==> src/rtl/pac_sprite_fetch.sv <==
// Sprite line prefetch: on line_start, reads one 24-pixel row of the sprite ROM into a line buffer.
// pix_on then flags lit sprite pixels for scan_x. Define PAC_FETCH_DIR_HOLD_EN so that only one-hot directions are latched.
module pac_sprite_fetch (
    input  logic       clk,
    input  logic       rst,
    input  logic       line_start,
    input  logic [9:0] scan_y,
    input  logic [9:0] scan_x,
    input  logic [9:0] pac_x,
    input  logic [9:0] pac_y,
    input  logic [3:0] direction,
    output logic [4:0] rom_x,
    output logic [4:0] rom_y,
    output logic [3:0] rom_dir,
    input  logic       rom_pixel,
    output logic       busy,
    output logic       pix_on
);

    typedef enum logic [1:0] {IDLE, FETCH, DRAIN} state_t;

    // Bind point for state checkers.
    state_t      state;
    logic [4:0]  col_d;
    logic        valid_d;
    logic [23:0] line_buf;

    logic [10:0] row;
    logic [10:0] dx;
    logic        row_hit;
    logic        x_hit;
    logic        dir_ok;

    // The 11-bit signed differences keep sprites near 1023 from wrapping onto column/row 0.
    assign row     = {1'b0, scan_y} - {1'b0, pac_y};
    assign dx      = {1'b0, scan_x} - {1'b0, pac_x};
    assign row_hit = !row[10] && (row <= 11'd23);
    assign x_hit   = !dx[10] && (dx <= 11'd23);

`ifdef PAC_FETCH_DIR_HOLD_EN
    assign dir_ok = (direction != 4'd0) && ((direction & (direction - 4'd1)) == 4'd0);
`else
    assign dir_ok = 1'b1;
`endif

    always_ff @(posedge clk) begin
        if (rst) begin
            state    <= IDLE;
            col_d    <= 5'd0;
            valid_d  <= 1'b0;
            line_buf <= 24'd0;
            rom_x    <= 5'd0;
            rom_y    <= 5'd0;
            rom_dir  <= 4'd0;
            busy     <= 1'b0;
            pix_on   <= 1'b0;
        end else begin
            valid_d <= 1'b0;
            col_d   <= rom_x;
            pix_on  <= 1'b0;
            if (valid_d) begin
                line_buf[col_d] <= rom_pixel;
            end

            if (line_start) begin
                // Clearing the buffer also discards the pixel still returning from an aborted fetch.
                line_buf <= 24'd0;
                rom_x    <= 5'd0;
                if (row_hit) begin
                    state <= FETCH;
                    busy  <= 1'b1;
                    rom_y <= row[4:0];
                    if (dir_ok) begin
                        rom_dir <= direction;
                    end
                end else begin
                    state <= IDLE;
                    busy  <= 1'b0;
                    rom_y <= 5'd0;
                    if (state == IDLE) begin
                        pix_on <= x_hit && line_buf[dx[4:0]];
                    end
                end
            end else begin
                case (state)
                    IDLE: begin
                        pix_on <= x_hit && line_buf[dx[4:0]];
                    end
                    FETCH: begin
                        valid_d <= 1'b1;
                        if (rom_x == 5'd23) begin
                            state <= DRAIN;
                            rom_x <= 5'd0;
                        end else begin
                            rom_x <= rom_x + 5'd1;
                        end
                    end
                    DRAIN: begin
                        state <= IDLE;
                        busy  <= 1'b0;
                        rom_y <= 5'd0;
                    end
                    default: begin
                        state <= IDLE;
                        busy  <= 1'b0;
                    end
                endcase
            end
        end
    end

endmodule
==> config.mk <==
export PLATFORM = sky130hd
export DESIGN_NAME = pac_sprite_fetch
export DESIGN_NICKNAME = d
export VERILOG_FILES = /design/src/rtl/pac_sprite_fetch.sv
export SDC_FILE = /design/constraint.sdc
export NUM_CORES = 1
export LEC_CHECK = 0
export BUFFER_PORTS_ARGS = -buffer_cell sky130_fd_sc_hd__clkbuf_2
export CORE_MARGIN = 3
export CORE_UTILIZATION = 46
export DETAILED_ROUTE_END_ITERATION = 16
export GPL_ROUTABILITY_DRIVEN = 0
export PLACE_DENSITY_LB_ADDON = 0.15
export SLEW_MARGIN = 30
export SYNTH_ARGS = -nofsm -noshare
export SYNTH_HDL_FRONTEND = slang
export SYNTH_SLANG_ARGS = --single-unit
==> constraint.sdc <==
create_clock -name clk -period 3.7 [get_ports clk]
set_clock_uncertainty 0.1 [all_clocks]
set_input_delay 0.185 -clock clk [delete_from_list [all_inputs] [get_ports clk]]
set_output_delay 0.185 -clock clk [all_outputs]
set_load 0.005 [all_outputs]
; ---- After elaboration in Yosys (flattened, before gate mapping)
; Cells that the tools add are included.
[word_totals]
reg_bits = 48
in_bits = 48
out_inout_bits = 16
elab_cells = 55
[classes]
addsub = 3
order_cmp = 5
n_eq_ne = 6
muxes = 20
reduce_logical = 12
[op_table]
columns = cell, n
row1 = $bwmux W24, 1
row2 = $le A11 B5 Y1 const B, 2
row3 = $sub A10 B10 Y11, 2
row4 = $mux W5, 4
row5 = $lt A5 B6 Y1 const B, 2
row6 = $mux W1, 10
row7 = $add A5 B1 Y5 const B, 1
row8 = $bmux W1 S5, 1
row9 = $demux W1 S5, 1
row10 = $eq A5 B5 Y1 const B, 1
row11 = $ge A5 B1 Y1 const B, 1
row12 = $logic_and A1 B1 Y1, 4
row13 = $mux W2, 2
row14 = $pmux W2 S2, 1
row15 = $reduce_and A2 Y1, 2
row16 = $reduce_or A2 Y1, 2
row17 = $ne A3 B3 Y1 const B, 1
row18 = $eq A2 B1 Y1 const B, 1
row19 = $eq A2 B2 Y1 const B, 1
row20 = $logic_not A1 Y1, 2
row21 = $logic_not A2 Y1, 1
row22 = $ne A2 B1 Y1 const B, 1
row23 = $ne A2 B2 Y1 const B, 1
row24 = $reduce_bool A2 Y1, 1

; ---- Longest topological paths before layout
[logic_depth]
depth_word = 7
ltp_mapped = 12
depth_no_buf = 11

; ---- Least setup slack after synthesis
; No wires, ideal clock.
[synth_timing]
path_kind = input to register
startpoint = input scan_x[0]
endpoint = register pix_on
setup_ns = 0.092
t_arrival_ns = 2.281
required_time_ns = 3.508
slack_ns = 1.227
cell_stages = 11
path_buffers = 1
cell_sequence = inv_1 ha_1 inv_1 fa_1 buf_2 mux4_2 mux2i_1 o21ai_1 o311ai_0 or4_1 nor4_1
[synth_between]
elab_chain_len = 7
elab_cells_between_ends = 10
cone_classes = 1 x add/sub / 1 x order compare / 5 x mux / 3 x reduce/logical
[synth_lines]
columns = item, line_no
row1 = from (decl), 8  ; input logic [9:0] scan_x,
row2 = $sub A10 B10 Y11 (*), 36  ; assign dx = {1'b0, scan_x} - {1'b0, pac_x};
row3 = "$le A11 B5 Y1, or another cell as far along", 38  ; assign x_hit = !dx[10] && (dx <= 11'd23);
row4 = $logic_and A1 B1 Y1 or $mux W1 (tied branches), "38, 81, 87"
row5 = $logic_and A1 B1 Y1 (*), "81, 87"
row6 = $mux W1 (*), "80, 85"
row7 = $mux W1, 69  ; if (row_hit) begin
row8 = $mux W1 (*), 65  ; if (line_start) begin
row9 = to (signal assigned), 81  ; pix_on <= x_hit && line_buf[dx[4:0]];
row10 = to (signal assigned), 87  ; pix_on <= x_hit && line_buf[dx[4:0]];
row11 = to (decl), 17  ; output logic pix_on
; Mark *: on every way between the ends. The rest lies on a longest branch, timed or not. The select of a mux whose other input is x is not followed.
; A chain may end at the register's enable or synchronous reset.

; ---- Final worst setup path
[layout_timing]
startpoint = input scan_y[0]
endpoint = register rom_y[2]
[layout_between]
elab_chain_len = 5
elab_cells_between_ends = 6
cone_classes = 1 x add/sub / 1 x order compare / 2 x mux / 2 x reduce/logical
[layout_lines]
columns = item, line_no
row1 = from (decl), 7  ; input logic [9:0] scan_y,
row2 = $sub A10 B10 Y11 (*), 35  ; assign row = {1'b0, scan_y} - {1'b0, pac_y};
row3 = $le A11 B5 Y1 or $logic_not A1 Y1 (tied branches), 37  ; assign row_hit = !row[10] && (row <= 11'd23);
row4 = $logic_and A1 B1 Y1, 37
row5 = $mux W5 (*), 69
row6 = $mux W5 (*), 65
row7 = to (signal assigned), 72  ; rom_y <= row[4:0];
row8 = to (decl), 13  ; output logic [4:0] rom_y,
; Mark *: on every way between the ends. The rest lies on a longest branch, timed or not.

==> results.py <==
metrics = {
    "placed_design": {
        "place_ws_ps": 684,
        "dpl.hpwl_um": 5140,
        "placed_cell_area_mm2": 0.00347,
        "port_buffers": 63,
        "dp_cells": 510,
    },
    "clock_tree": {
        "cts_buffer_depth": 2,
        "cts_resized": 0,
        "clkSinkCount": 48,
        "cts_buffers": 5,
        "cts_hold_buf": 0,
        "h-tree-depth": 2,
        "insertion_delay_ps": 300,
        "root_buffer": "clkbuf_8",
        "cts_tree": "yes",
        "post_cts_buffers": 0,
        "clk_pin_slew_worst_paths_ps": 80,
    },
    "die": {
        "initial_utilization_pct": 48.5,
        "fp-row-count": 29,
        "die_x_um": 88.5,
        "io_pins": 64,
        "core_mm2": 0.00646,
        "die_h_um": 88.5,
        "die-area_mm2": 0.00784,
    },
    "finish": {
        "fin_cells": 518,
        "drive_gt1_share_pct": 19.3,
        "layout_common_cells": "clkbuf_2 (63), nand2_1 (56), dfxtp_1 (48)",
        "multi_input_area_mm2": 0.00198,
        "fillCellCount": 636,
        "final_common_cell": "clkbuf_2",
        "fin_area_mm2": 0.00359,
        "finish.utilization_pct": 55.6,
        "regArea_um2": 961,
        "antenna_cells": 0,
        "area_growth_pct": 14.6,
        "layout.nets": 511,
    },
    "detailed_routing": {
        "vias": 2773,
        "dr.pass1.iters": 5,
        "vias_per_cell": 5.35,
        "drc": 0,
        "route.met2.wl_um": 2930,
        "wl_met1_um": 3440,
        "drt_iter0_markers": 204,
        "drtAntennaViolNets": 0,
        "met3WireLength_um": 317,
        "wl_per_cell_um": 12.9,
        "maxUsedRoutingLayer": "met4",
        "route.final.wire_length_um": 6700,
    },
    "yosys": {
        "synth_edf_count": 0,
        "seq_area_frac_synth_pct": 30.7,
        "async_reset_ff_share_pct": 0,
        "netlist_instances": 386,
        "synth_area_mm2": 0.00313,
        "ys.flop_type": "dfxtp_1",
        "syn_area_per_cell_um2": 8.12,
        "ys_types": 55,
        "yosys_warnings": 0,
        "synth_fp_nets": 457,
        "ys_seq_elements": 48,
    },
    "power": {
        "leakage_nw": 1.49,
        "ir_drop_mv": 0.170,
        "powerDensity_mw_per_mm2": 322,
        "power_mw": 1.16,
    },
    "sta": {
        "whs_ps": 27.0,
        "rsz0062_at_grt": "false",
        "max_slew_margin_pct": 40.1,
        "setup_viol": 0,
        "period_share_pct": 73.1,
        "fin_tns_setup_ps": 0,
        "worstMarginPinSlew_ps": 897,
        "finalHoldViolations": 0,
        "fmax_mhz": 370,
        "slew_violations": 0,
        "finalWorstSetupSlack_ps": 994,
        "fin_crit_ps": 2710,
    },
    "setup_path": {
        "required_ps": 3830,
        "reg2reg_to": "pix_on",
        "critPathKind": "input pin to register",
        "startpoint_type": "input pin",
        "path_cells": "clkbuf_2 > inv_1 > ha_1 > inv_1 > fa_1 > a21oi_2 > a211o_1 > a21oi_2 > mux2i_1 > a2111o_1 > nor4_4 > a32o_1",
        "crit_fanout": 12,
        "crit-reg2reg-launch": "line_buf[19]",
        "cp_data_arrival_time_ps": 2840,
        "end_kind": "register",
        "slowest_delay_ps": 620,
        "crit_path_end": "rom_y[2]",
        "crit_start": "scan_y[0]",
        "reg2reg_depth": 6,
        "cp_slowest_cell": "nor4_4",
        "rrSetupSlack_ps": 1870,
    },
    "global_route": {
        "antenna_found_initial": 0,
        "grt_pass1_vias": 2488,
        "grt_pass1_wl_um": 11000,
        "grt_start_max_net_pins": 34,
        "grt_usage_pct": 17.2,
        "grt_overflow": 0,
    },
    "worst_hold_path": {
        "holdCritPathClass": "input pin to register",
    },
    "run": {
        "maxCapViolations": 0,
    },
    "status": {
        "run_status": "complete, no violations",
    },
}
[area by class of cell]
class	count	area share [%]
well taps	77	2.68
multi-input cells	291	55.0
flip-flops and latches	48	26.8
repair buffers	63	8.78
clock buffers	7	2.68
clock inverters	1	0.836
inverters	31	3.24
[cell usage after synthesis (all sizes together) (2+ instances only)]
cell type  count  area [um^2]
nand2b         3         18.8
or2            2         12.5
o21a           3         22.5
nor4           3         33.8
nand3         27          135
ha            21          263
or3b           2         17.5
o21ai         11         55.1
mux4           7          158
o211ai         2         15.0
a21o           4         30.0
nor2b         11         68.8
clkbuf         9         35.0
mux2i         16          160
xor2           5         43.8
a21boi         2         15.0
nor3           4         20.0
nor2          35          131
a32o           2         20.0
a2111oi        3         32.5
nand2         56          210
xnor2          4         35.0
a21oi         31          163
a22o           4         35.0
inv           31          116
fa             2         40.0
dfxtp         48          961
buf            7         45.0
nor3b          5         37.5
nand3b         6         45.0
a31oi          4         25.0
[state kept, by name, summed over array words and instances, names as in the netlist]
signal,count
rom_y,5
rom_dir,4
col_d,5
line_buf,24
pix_on,1
valid_d,1
busy,1
rom_x,5
state,2
[report_power, final]
part	internal [mW]	total [mW]	switching, mW
logic	0.104	0.234	0.130
clock network	0.238	0.405	0.166
registers	0.517	0.517	0.000505
total	0.859	1.16	0.297
[per-layer routing]
metal	up-vias	track usage, %
met5	-	0
met3	2	3.54
li1	1457	-
met1	1250	24.8
met2	64	26.7
met4	0	3.71
[kinds of logic (layout without fill, tap and decap cells)]
| family | count (synthesis) | in the layout | synth area share, % |
|---|---|---|---|
| AND/OR/NAND/NOR | 159 | 159 | 24.5 |
| XOR/XNOR | 9 | 9 | 2.51 |
| flip-flops | 48 | 48 | 30.7 |
| adder cells (fa/ha/maj) | 23 | 23 | 9.66 |
| buffers and inverters | 47 | 102 | 6.27 |
| multiplexers | 23 | 23 | 10.1 |
| AO/OA/AOI/OAI | 77 | 77 | 16.2 |
[worst min-delay path by stage]
stage          slack [ps]  cells past startpoint    endpoint         start
2_1_floorplan         230                      2  rom_dir[0]  direction[0]
3_3_place_gp          320                      3  rom_dir[3]  direction[3]
3_5_place_dp          330                      3  rom_dir[2]  direction[2]
4_1_cts                20                      3  rom_dir[2]  direction[2]
5_1_grt                30                      3  rom_dir[3]  direction[3]
6_report               30                      3  rom_dir[3]  direction[3]
[worst max-delay path, delay by kind of cell]
family                     cells  cell delay, ps
AOI/OAI and AO/OA              5            1110
buffers and inverters          3             180
and+or+nand+nor                1             620
muxes                          1             130
adders and majority gates      2             610
Power figures use the tool's default switching activity.
